--- config.mk ---
export PLATFORM = sky130hd
export DESIGN_NAME = rs_ccff_chain_loader
export DESIGN_NICKNAME = d
export VERILOG_FILES = /design/src/rtl/rs_cfg_pkg.sv /design/src/rtl/rs_crc16_serial.sv /design/src/rtl/rs_ccff_chain_loader.sv
export SDC_FILE = /design/constraint.sdc
export NUM_CORES = 1
export LEC_CHECK = 0
export BUFFER_PORTS_ARGS = -buffer_cell sky130_fd_sc_hd__buf_2
export CAP_MARGIN = 0
export CORE_MARGIN = 5
export CORE_UTILIZATION = 40
export DETAILED_ROUTE_END_ITERATION = 8
export GPL_TIMING_DRIVEN = 0
export PLACE_DENSITY = 0.7
export SYNTH_ARGS = -nofsm -noshare
export SYNTH_HDL_FRONTEND = slang
export SYNTH_SLANG_ARGS = --single-unit
export TNS_END_PERCENT = 50
--- constraint.sdc ---
create_clock -name ck -period 4.3 [get_ports ck]
set_clock_uncertainty 0.1 [all_clocks]
set_input_delay 0.43 -clock ck [delete_from_list [all_inputs] [get_ports ck]]
set_output_delay 0.43 -clock ck [all_outputs]
set_load 0.005 [all_outputs]
--- src/rtl/rs_cfg_pkg.sv ---
// Shared types and constants for the RS_CCFF configuration chain loader.
package rs_cfg_pkg;

   localparam int unsigned CRC_W        = 16;
   localparam logic [15:0] CRC_POLY     = 16'h1021;
   localparam logic [15:0] CRC_INIT     = 16'hFFFF;
   localparam int unsigned DEF_WORD_W   = 32;
   localparam int unsigned DEF_CHAIN_LEN = 1024;

   typedef enum logic [1:0] {
      ST_IDLE  = 2'd0,
      ST_LOAD  = 2'd1,
      ST_SHIFT = 2'd2,
      ST_FIN   = 2'd3
   } state_t;

   // One MSB-first CRC-16 step with a single input bit.
   function automatic logic [15:0] crc16_step(input logic [15:0] crc, input logic din);
      logic fb;
      fb = crc[15] ^ din;
      return {crc[14:0], 1'b0} ^ (fb ? CRC_POLY : 16'h0000);
   endfunction

endpackage

--- src/rtl/rs_crc16_serial.sv ---
// Bit-serial CRC-16 (poly 0x1021); one input bit per enabled cycle.
module rs_crc16_serial
   import rs_cfg_pkg::*;
(
   input  logic        ck,
   input  logic        rst,
   input  logic        en,
   input  logic        init,
   input  logic        din,
   output logic [15:0] crc
);

   // Signature register: init has priority over accumulation.
   always_ff @(posedge ck or posedge rst) begin
      if (rst) begin
         crc <= CRC_INIT;
      end else if (init) begin
         crc <= CRC_INIT;
      end else if (en) begin
         crc <= crc16_step(crc, din);
      end
   end

endmodule

--- src/rtl/rs_ccff_chain_loader.sv ---
// Serializes configuration words LSB-first onto an RS_CCFF chain and
// signs the bits leaving the chain tail with a CRC-16.
module rs_ccff_chain_loader
   import rs_cfg_pkg::*;
#(
   parameter int unsigned CHAIN_LEN = DEF_CHAIN_LEN,
   parameter int unsigned WORD_W    = DEF_WORD_W
)
(
   input  logic              ck,
   input  logic              rst,
   input  logic              start,
   input  logic              abort,
   input  logic [WORD_W-1:0] wdata,
   input  logic              wvalid,
   output logic              wready,
   output logic              chain_d,
   output logic              chain_en,
   input  logic              chain_q,
   output logic              busy,
   output logic              done,
   output logic [15:0]       sig
);

   localparam int unsigned CNT_W = $clog2(CHAIN_LEN + 1);
   localparam int unsigned WB_W  = $clog2(WORD_W + 1);

   state_t              state;
   state_t              state_nxt;
   logic [CNT_W-1:0]    cnt;
   logic [CNT_W-1:0]    cnt_nxt;
   logic [CNT_W-1:0]    rem;
   logic [WB_W-1:0]     wbits;
   logic [WB_W-1:0]     wbits_nxt;
   logic [WORD_W-1:0]   sbuf;
   logic [WORD_W-1:0]   sbuf_nxt;
   logic                crc_init;
   logic                crc_en;

   // Bits still owed to the chain; bounds the size of the final word.
   assign rem = CNT_W'(CHAIN_LEN) - cnt;

   // State register.
   always_ff @(posedge ck or posedge rst) begin
      if (rst) begin
         state <= ST_IDLE;
      end else begin
         state <= state_nxt;
      end
   end

   // Next-state, counter and word-buffer decode; wready drops with abort.
   always_comb begin
      state_nxt = state;
      cnt_nxt   = cnt;
      wbits_nxt = wbits;
      sbuf_nxt  = sbuf;
      crc_init  = 1'b0;
      crc_en    = 1'b0;
      wready    = 1'b0;
      unique case (state)
         ST_IDLE: begin
            if (start) begin
               state_nxt = ST_LOAD;
               cnt_nxt   = '0;
               crc_init  = 1'b1;
            end
         end
         ST_LOAD: begin
            if (abort) begin
               state_nxt = ST_IDLE;
            end else begin
               wready = 1'b1;
               if (wvalid) begin
                  sbuf_nxt  = wdata;
                  state_nxt = ST_SHIFT;
                  if (32'(rem) > WORD_W) begin
                     wbits_nxt = WB_W'(WORD_W);
                  end else begin
                     wbits_nxt = WB_W'(rem);
                  end
               end
            end
         end
         ST_SHIFT: begin
            crc_en    = 1'b1;
            sbuf_nxt  = sbuf >> 1;
            wbits_nxt = wbits - WB_W'(1);
            cnt_nxt   = cnt + CNT_W'(1);
            if (abort) begin
               state_nxt = ST_IDLE;
            end else if (wbits == WB_W'(1)) begin
               if ((32'(cnt) + 32'd1) == CHAIN_LEN) begin
                  state_nxt = ST_FIN;
               end else begin
                  state_nxt = ST_LOAD;
               end
            end
         end
         ST_FIN: begin
            state_nxt = ST_IDLE;
         end
         default: begin
            state_nxt = ST_IDLE;
         end
      endcase
   end

   // Counters and shift buffer.
   always_ff @(posedge ck or posedge rst) begin
      if (rst) begin
         cnt   <= '0;
         wbits <= '0;
         sbuf  <= '0;
      end else begin
         cnt   <= cnt_nxt;
         wbits <= wbits_nxt;
         sbuf  <= sbuf_nxt;
      end
   end

   // Chain and status outputs registered from the next state so the ICG
   // enable and head data come straight off flops.
   always_ff @(posedge ck or posedge rst) begin
      if (rst) begin
         chain_en <= 1'b0;
         chain_d  <= 1'b0;
         busy     <= 1'b0;
         done     <= 1'b0;
      end else begin
         chain_en <= (state_nxt == ST_SHIFT);
         chain_d  <= (state_nxt == ST_SHIFT) & sbuf_nxt[0];
         busy     <= (state_nxt != ST_IDLE);
         done     <= (state_nxt == ST_FIN);
      end
   end

   // Tail signature: sampled in the shift cycle, before the chain edge.
   rs_crc16_serial u_crc (
      .ck   (ck),
      .rst  (rst),
      .en   (crc_en),
      .init (crc_init),
      .din  (chain_q),
      .crc  (sig)
   );

endmodule

==> results.sh, run 1 <==
export IMPL_syn_area_per_cell_um2=9.432
export IMPL_crit_start="state[1]"
export IMPL_mostFrequentLayoutCells="nand2_1, buf_2, dfrtp_1, o21ai_0, a22oi_1"
export IMPL_power_density_nw_per_um2=512.2
export IMPL_ys_warnings_count=0
export IMPL_dr_pass1_iters=4
export IMPL_port_buffers=58
export IMPL_clk_path_buf_depth=2
export IMPL_r2r_setup_slack_ps=1690
export IMPL_pin_count=59
export IMPL_antenna_found_initial=0
export IMPL_worst_setup_path_end_kind="flop"
export IMPL_fmax_ghz=0.3828
export IMPL_clkLatencyLatePin_ps=340
export IMPL_root_buffer="clkbuf_8"
export IMPL_post_cts_setup_buffer_count=0
export IMPL_r2r_end="wbits[2]"
export IMPL_wirelength_mm=9.100
export IMPL_final_antenna_net_count=0
export IMPL_dp_final_hpwl_mm=6.439
export IMPL_route_detailed_drc=0
export IMPL_status="finished, final reports clean"
export IMPL_synthCells=407
export IMPL_place_area_um2=4293
export IMPL_critical_path_required_ps=4420
export IMPL_post_drt_via_cell_ratio=5.433
export IMPL_grt_util_all_layers=0.1649
export IMPL_fin_tns_setup_ps=0
export IMPL_cts_sinks=71
export IMPL_clk_pin_slew_worst_paths_ps=80
export IMPL_post_route_min_period_ps=2612
export IMPL_period_share=0.6075
export IMPL_finalInstanceArea_um2=4531
export IMPL_grt_overflow_total=0
export IMPL_ir_worst_vdd_v=0.0002381
export IMPL_cts_tree="done"
export IMPL_cp_start_kind="flop"
export IMPL_cp_arrival_ps=2730
export IMPL_async_reset_ff_frac=1.000
export IMPL_final_nets=523
export IMPL_reg2reg_from="state[1]"
export IMPL_vias=3314
export IMPL_routabilityCongestion=0.8369
export IMPL_final_core_util=0.4880
export IMPL_hold_ws_ps=175.5
export IMPL_p_leak_nw=1.900
export IMPL_start_util=0.4135
export IMPL_synthFlopType="dfrtp_1"
export IMPL_yosysSeqAreaShare=0.4681
export IMPL_synth_nets=454
export IMPL_die_y_um=108.0
export IMPL_rows=35
export IMPL_worstHoldPathType="in -> async"
export IMPL_yosysUniqueCellTypes=56
export IMPL_dieArea_um2=11660
export IMPL_synth_edf_count=0
export IMPL_hold_viol_final=0
export IMPL_rsz0062_at_grt="no"
export IMPL_numCtsBuffers=9
export IMPL_worst_path_max_fanout=10
export IMPL_die_x_um=108.0
export IMPL_grt_pass1_wl_mm=15.57
export IMPL_max_slew_worst_pin_slew_ps=849.2
export IMPL_first_iter_violations=212
export IMPL_synth_area_um2=3839
export IMPL_endpoint="wbits[2]"
export IMPL_setup_viol_count_final=0
export IMPL_htree_levels=3
export IMPL_worst_setup_path_type="reg -> reg"
export IMPL_hold_buffers=0
export IMPL_relSlewSlack=0.4339
export IMPL_grt_pass1_vias=3238
export IMPL_core_area_um2=9284
export IMPL_slew_viol_final=0
export IMPL_grt_max_degree=72
export IMPL_postCtsResizedCells=0
export IMPL_ys_ff_latch=71
export IMPL_final_common_cell="nand2_1"
export IMPL_max_cap_violations=0
export IMPL_wl_per_cell_um=14.92
export IMPL_n_antenna_cell=0
export IMPL_drive_gt1_frac=0.2162
export IMPL_rr_worst_depth=9
export IMPL_areaGrowthSynthToFinish_pct=18.02
cell families after synthesis:
logic type,share of synthesized area
AO/OA/AOI/OAI,0.2324
XOR/XNOR,0.02053
adder cells (fa/ha/maj),0.02934
buffers and inverters,0.04531
flip-flops,0.4681
multiplexers,0.03650
AND/OR/NAND/NOR,0.1679
cell type report:
type	instances	area, µm²
Buffer	28	128.9
Inverter	12	47.55
Sequential cell	71	1797
Clock inverter	5	106.4
Tap cell	129	161.4
Multi-Input combinational cell	296	1868
Timing Repair Buffer	58	290.3
Clock buffer	11	131.4
Fill cell	919	4753
critical path, stage by stage, from the launching register on:
cell and delay, ps:
dfrtp_1 420, inv_1 100, ha_1 210, and3b_1 180, clkbuf_1 210, a21oi_1 570
buf_2 320, o21ai_0 110, a22oi_1 190, o41ai_2 100
cell usage after synthesis, types with 2 or more instances:
master | instances | area [µm²]
or2_2 | 2 | 12.51
xnor2_1 | 4 | 35.03
nand2_1 | 68 | 255.2
nand4_1 | 3 | 18.77
and4b_1 | 2 | 20.02
a21o_1 | 4 | 30.03
a22o_1 | 2 | 17.52
inv_1 | 12 | 45.04
dfstp_2 | 16 | 420.4
nand2b_1 | 6 | 37.54
buf_2 | 4 | 20.02
clkbuf_1 | 21 | 78.83
nor2b_1 | 7 | 43.79
o21ai_0 | 54 | 270.3
a21boi_0 | 2 | 15.01
buf_6 | 2 | 22.52
ha_1 | 9 | 112.6
o31ai_1 | 11 | 82.58
nand3_1 | 9 | 45.04
xor2_1 | 5 | 43.79
a2111o_1 | 2 | 22.52
dfrtp_1 | 55 | 1376
nor2_1 | 10 | 37.54
a21oi_1 | 14 | 70.07
a31oi_1 | 4 | 25.02
and4_1 | 2 | 17.52
mux2i_1 | 14 | 140.1
a22oi_1 | 33 | 247.7
or4_1 | 3 | 22.52
where the power goes:
group | total, mW | switching, mW | internal (mW)
combinational | 0.789 | 0.500 | 0.289
sequential | 0.889 | 0.0941 | 0.795
clock | 0.643 | 0.255 | 0.388
how the worst min path moves through the flow:
stage	endpoint	slack (ps)	depth (start not counted)
4_1_cts	sbuf[8]	200	2
2_1_floorplan	sbuf[1]	350	2
5_1_grt	sbuf[12]	240	2
3_5_place_dp	sbuf[6]	370	2
3_3_place_gp	sbuf[6]	360	2
6_report	sbuf[12]	180	2
sequential cells by signal (all words and copies together) (netlist names):
name,count
sbuf,32
u_crc.crc,16
cnt,11
state,2
chain_en,1
done,1
wbits,6
chain_d,1
busy,1
per-stage QoR:
step / worst slack (ps) / total power [mW] / std cells
2_1_floorplan: 2000 / 1.450 / 407
3_3_place_gp: 1121 / 1.657 / 594
3_5_place_dp: 1706 / 1.685 / 594
4_1_cts: 1651 / 2.336 / 610
5_1_grt: 1479 / 2.493 / 610
6_report: 1688 / 2.320 / 610
layer usage:
layer	global-route usage	part of all wire	vias up
met5	0	0	-
met4	0.06763	0.015	0
met2	0.2558	0.49	80
met1	0.2231	0.45	1610
met3	0.03761	0.044	13
li1	-	-	1611
Power figures use the tool's default switching activity.
==> run 2, diff against run 1 <==
--- a/config.mk
+++ b/config.mk
@@ -11,7 +11,7 @@
 export CORE_UTILIZATION = 40
 export DETAILED_ROUTE_END_ITERATION = 8
 export GPL_TIMING_DRIVEN = 0
-export PLACE_DENSITY = 0.7
+export PLACE_DENSITY = 0.72
 export SYNTH_ARGS = -nofsm -noshare
 export SYNTH_HDL_FRONTEND = slang
 export SYNTH_SLANG_ARGS = --single-unit
==> constraint.sdc (replaced) <==
create_clock -name ck -period 2.15 [get_ports ck]
set_clock_uncertainty 0.1 [all_clocks]
set_input_delay 0.215 -clock ck [delete_from_list [all_inputs] [get_ports ck]]
set_output_delay 0.215 -clock ck [all_outputs]
set_load 0.005 [all_outputs]
==> results.sh, run 2 (synthesis gave the netlist of run 1 again) <==
export IMPL_status="finished with violations"
export IMPL_violations="setup timing"
export IMPL_top_regs="sbuf x32, u_crc.crc x16, cnt x11"
export IMPL_post_drt_via_cell_ratio=5.500
export IMPL_fmax_ghz=0.4513
export IMPL_clkLatencyLatePin_ps=350
export IMPL_mostFrequentLayoutCells="nand2_1, buf_2, o21ai_0, dfrtp_1, a22oi_1"
export IMPL_finalInstanceArea_um2=4827
export IMPL_largest_register_ffs=32
export IMPL_start_util=0.4135
export IMPL_max_cap_violations=0
export IMPL_max_slew_worst_pin_slew_ps=750.7
export IMPL_routabilityCongestion=0.8690
export IMPL_grt_util_all_layers=0.1683
export IMPL_route_detailed_drc=0
export IMPL_rsz0062_at_grt="yes"
export IMPL_relSlewSlack=0.4985
export IMPL_holdPathStages=2
export IMPL_clk_path_buf_depth=2
export IMPL_reg2reg_from="cnt[3]"
export IMPL_r2r_end="chain_d"
export IMPL_hold_viol_final=0
export IMPL_root_buffer="clkbuf_8"
export IMPL_antenna_found_initial=1
export IMPL_period_share=1.031
export IMPL_wl_per_cell_um=15.50
export IMPL_first_iter_violations=239
export IMPL_cts_tree="done"
export IMPL_worst_setup_path_end_kind="flop"
export IMPL_drive_gt1_frac=0.3273
export IMPL_cts_sinks=71
export IMPL_dieArea_um2=11660
export IMPL_areaGrowthSynthToFinish_pct=25.75
export IMPL_r2r_setup_slack_ps=-70
export IMPL_post_route_min_period_ps=2216
export IMPL_vias=3432
export IMPL_rows=35
export IMPL_numCtsBuffers=9
export IMPL_die_y_um=108.0
export IMPL_clk_pin_slew_worst_paths_ps=80
export IMPL_final_core_util=0.5199
export IMPL_multi_input_area_um2=2008
export IMPL_hp_start="wdata[31]"
export IMPL_grt_max_degree=41
export IMPL_grt_pass1_vias=3251
export IMPL_worst_path_max_fanout=10
export IMPL_place_area_um2=4318
export IMPL_core_area_um2=9284
export IMPL_htree_levels=3
export IMPL_dr_pass1_iters=5
export IMPL_power_density_nw_per_um2=1025
export IMPL_cp_start_kind="flop"
export IMPL_worstHoldPathType="in -> reg"
export IMPL_final_nets=537
export IMPL_grt_pass1_wl_mm=15.83
export IMPL_p_leak_nw=2.039
export IMPL_final_antenna_net_count=0
export IMPL_n_fill_cell=894
export IMPL_seq_area_um2=1799
export IMPL_pin_count=59
export IMPL_port_buffers=58
export IMPL_pre_cts_ws_ps=-479.2
export IMPL_hold_ws_ps=45.40
export IMPL_fin_cells=624
export IMPL_dp_final_hpwl_mm=6.637
export IMPL_die_x_um=108.0
export IMPL_fin_tns_setup_ps=-191.4
export IMPL_wirelength_mm=9.672
export IMPL_setup_slack_ps=-65.81
export IMPL_ir_worst_vdd_v=0.0004722
export IMPL_slew_viol_final=0
export IMPL_n_antenna_cell=0
export IMPL_final_common_cell="nand2_1"
export IMPL_hold_end="sbuf[31]"
export IMPL_cp_arrival_ps=2390
export IMPL_setup_viol_count_final=5
export IMPL_worst_setup_path_type="reg -> reg"
export IMPL_grt_overflow_total=0
export IMPL_largest_register="sbuf"
export IMPL_post_place_cells=595
export IMPL_total_power_mw=4.946
export IMPL_rr_worst_depth=6
export IMPL_critical_path_required_ps=2320
-- run 2: cell types whose count changed in the layout (fill, tap and decap cells not counted), sizes merged --
cell         before  now
clkbuf           32   26
bufinv            3    2
clkinv            0    2
inv              13   11
clkinvlp          1    2
buf              65   84
dlygate4sd3       0    1
-- run 2: layer usage --
metal	vias to the layer above	wire length, µm	track usage
met1	1700	4378	0.2349
met3	14	557	0.04597
li1	1632	-	-
met5	-	13	0
met4	2	98	0.05591
met2	84	4623	0.2536
-- run 2: worst max path at each step --
stage          slack, ps  endpoint  startpoint
6_report             -70   chain_d      cnt[3]
5_1_grt             -150  wbits[2]      cnt[0]
4_1_cts              -90   chain_d      cnt[3]
3_5_place_dp        -480  wbits[2]    state[1]
3_3_place_gp        -390  wbits[2]    state[1]
2_1_floorplan        -30   chain_d      cnt[1]
-- run 2: where the power goes --
part	switching, mW	internal (mW)	leakage [nW]
logic	1.14	0.809	1.01
clock network	0.521	0.686	0.110
registers	0.198	1.59	0.919
total	1.86	3.09	2.04
-- run 2: cell type report --
cell class	count	area share
buffer	23	0.02799
clock buffer	11	0.02929
clock inverter	5	0.01685
inverter	12	0.01011
multi-input combinational	296	0.4160
sequential	71	0.3727
tap	129	0.03344
timing repair buffer	77	0.09357
-- run 2: what timing repair did --
item                                    CTS  global route
gates resized for setup                  33            26
hold buffers                              1             0
pin swaps                                12             9
buffers inserted                         12             5
hold endpoints to repair                 15             0
gates cloned                              0             0
endpoints found under the setup margin   69            57
-- run 2: critical path: stages, from the launching register on --
cell and delay [ps]:
dfrtp_1 380, buf_6 150, nand3_1 210, nor4_1 130, or4b_4 560, a2111o_1 410, a211oi_2 210
==> run 3, diff against run 2 <==
--- a/config.mk
+++ b/config.mk
@@ -7,7 +7,6 @@
 export LEC_CHECK = 0
 export BUFFER_PORTS_ARGS = -buffer_cell sky130_fd_sc_hd__buf_2
 export CAP_MARGIN = 0
-export CORE_MARGIN = 5
 export CORE_UTILIZATION = 40
 export DETAILED_ROUTE_END_ITERATION = 8
 export GPL_TIMING_DRIVEN = 0
==> results.sh, run 3 (synthesis gave the netlist of run 1 again) <==
export IMPL_status="finished with violations"
export IMPL_violations="setup timing"
export IMPL_max_cap_violations=0
export IMPL_final_antenna_net_count=0
export IMPL_grt_pass1_wl_mm=16.10
export IMPL_rr_worst_depth=6
export IMPL_place_area_um2=4318
export IMPL_drive_gt1_frac=0.3239
export IMPL_post_drt_via_cell_ratio=5.540
export IMPL_root_buffer="clkbuf_8"
export IMPL_dieArea_um2=9992
export IMPL_dp_final_hpwl_mm=6.333
export IMPL_numCtsBuffers=9
export IMPL_port_buffers=58
export IMPL_areaGrowthSynthToFinish_pct=26.53
export IMPL_route_detailed_drc=0
export IMPL_grt_util_all_layers=0.2032
export IMPL_final_common_cell="nand2_1"
export IMPL_mostFrequentLayoutCells="nand2_1, buf_2, o21ai_0, dfrtp_1, a22oi_1"
export IMPL_post_route_min_period_ps=2243
export IMPL_clk_path_buf_depth=2
export IMPL_cp_start_kind="flop"
export IMPL_max_slew_worst_pin_slew_ps=876.4
export IMPL_holdPathStages=2
export IMPL_top_regs="sbuf x32, u_crc.crc x16, cnt x11"
export IMPL_die_y_um=99.96
export IMPL_grt_pass1_vias=3381
export IMPL_crit_path_top_delay_cell="or4b_4"
export IMPL_largest_register="sbuf"
export IMPL_relSlewSlack=0.4145
export IMPL_grt_overflow_total=0
export IMPL_p_leak_nw=2.029
export IMPL_first_iter_violations=181
export IMPL_final_nets=539
export IMPL_hold_ws_ps=23.19
export IMPL_vias=3468
export IMPL_setup_viol_count_final=10
export IMPL_worst_path_max_fanout=5
export IMPL_clk_pin_slew_worst_paths_ps=80
export IMPL_n_antenna_cell=0
export IMPL_hold_viol_final=0
export IMPL_total_power_mw=4.907
export IMPL_fmax_ghz=0.4458
export IMPL_clkLatencyLatePin_ps=350
export IMPL_fin_cells=626
export IMPL_routabilityCongestion=0.8262
export IMPL_crit_chain="ha_4 > nand3_2 > xor2_2 > or4b_4 > a2111o_1 > a211oi_2"
export IMPL_wl_per_cell_um=15.43
export IMPL_setup_slack_ps=-93.23
export IMPL_rows=35
export IMPL_n_fill_cell=878
export IMPL_slew_viol_final=0
export IMPL_cp_arrival_ps=2410
export IMPL_htree_levels=3
export IMPL_start_util=0.4135
export IMPL_worst_setup_path_type="reg -> reg"
export IMPL_cts_tree="done"
export IMPL_critical_path_required_ps=2320
export IMPL_slowest_delay_ps=480
export IMPL_fin_tns_setup_ps=-443.4
export IMPL_wirelength_mm=9.658
export IMPL_cts_sinks=71
export IMPL_largest_register_ffs=32
export IMPL_die_x_um=99.96
export IMPL_final_core_util=0.5232
export IMPL_ir_worst_vdd_v=0.0004942
export IMPL_grt_max_degree=40
export IMPL_worst_setup_path_end_kind="flop"
export IMPL_pre_cts_ws_ps=-384.4
export IMPL_antenna_found_initial=0
export IMPL_worstHoldPathType="in -> reg"
export IMPL_rsz0062_at_grt="yes"
export IMPL_dr_pass1_iters=5
export IMPL_post_place_cells=595
export IMPL_period_share=1.043
export IMPL_core_area_um2=9284
export IMPL_finalInstanceArea_um2=4857
export IMPL_power_density_nw_per_um2=1010
export IMPL_pin_count=59
## run 3: timing repair
action,in CTS,in global routing
setup buffers,11,7
resized for setup,32,31
hold buffers,1,0
endpoints found under the hold margin,22,0
setup endpoints to repair,69,59
pin swaps,7,14
## run 3: report_power, final
part	total [mW]	switching (mW)	leakage (nW)	internal, mW
Sequential	1.78	0.190	0.918	1.59
Combinational	2.06	1.21	1.02	0.849
Clock	1.06	0.496	0.0936	0.568
Total	4.91	1.90	2.03	3.01
## run 3: cell type report
cell class                 count  area (µm²)  share of cell area
sequential                    71        1800              0.3707
inverter                      12       51.30             0.01056
tap                          129       161.4             0.03323
buffer                        24       135.1             0.02782
timing repair buffer          78       474.2             0.09763
clock inverter                 3       42.54            0.008758
clock buffer                  13       148.9             0.03065
multi-input combinational    296        2043              0.4207
## run 3: path summary, 6_finish.rpt
check                                from        to  slack (ps)
worst max-delay path               cnt[0]   chain_d         -90
worst min-delay path            wdata[31]  sbuf[31]          20
worst max register to register     cnt[0]   chain_d         -90
worst min register to register    sbuf[2]   sbuf[2]         390
max in group asynchronous             rst  wbits[0]         810
min in group asynchronous             rst   sbuf[8]         500
## run 3: metal layers
layer  GRT usage  share of wire  vias up
met5           0              0        -
met4     0.09502          0.018        0
met3     0.04178          0.046       15
met2      0.3151           0.48      109
met1      0.2734           0.46     1707
li1            -              -     1637
## run 3: worst max-delay path: cells and delay by family (launching register included)
kind                     cells  cell delay, ps
XOR/XNOR                     1             150
AND/OR/NAND/NOR              2             570
AO/OA/AOI/OAI                2             670
adder cells (fa/ha/maj)      1             210
flip-flops                   1             470
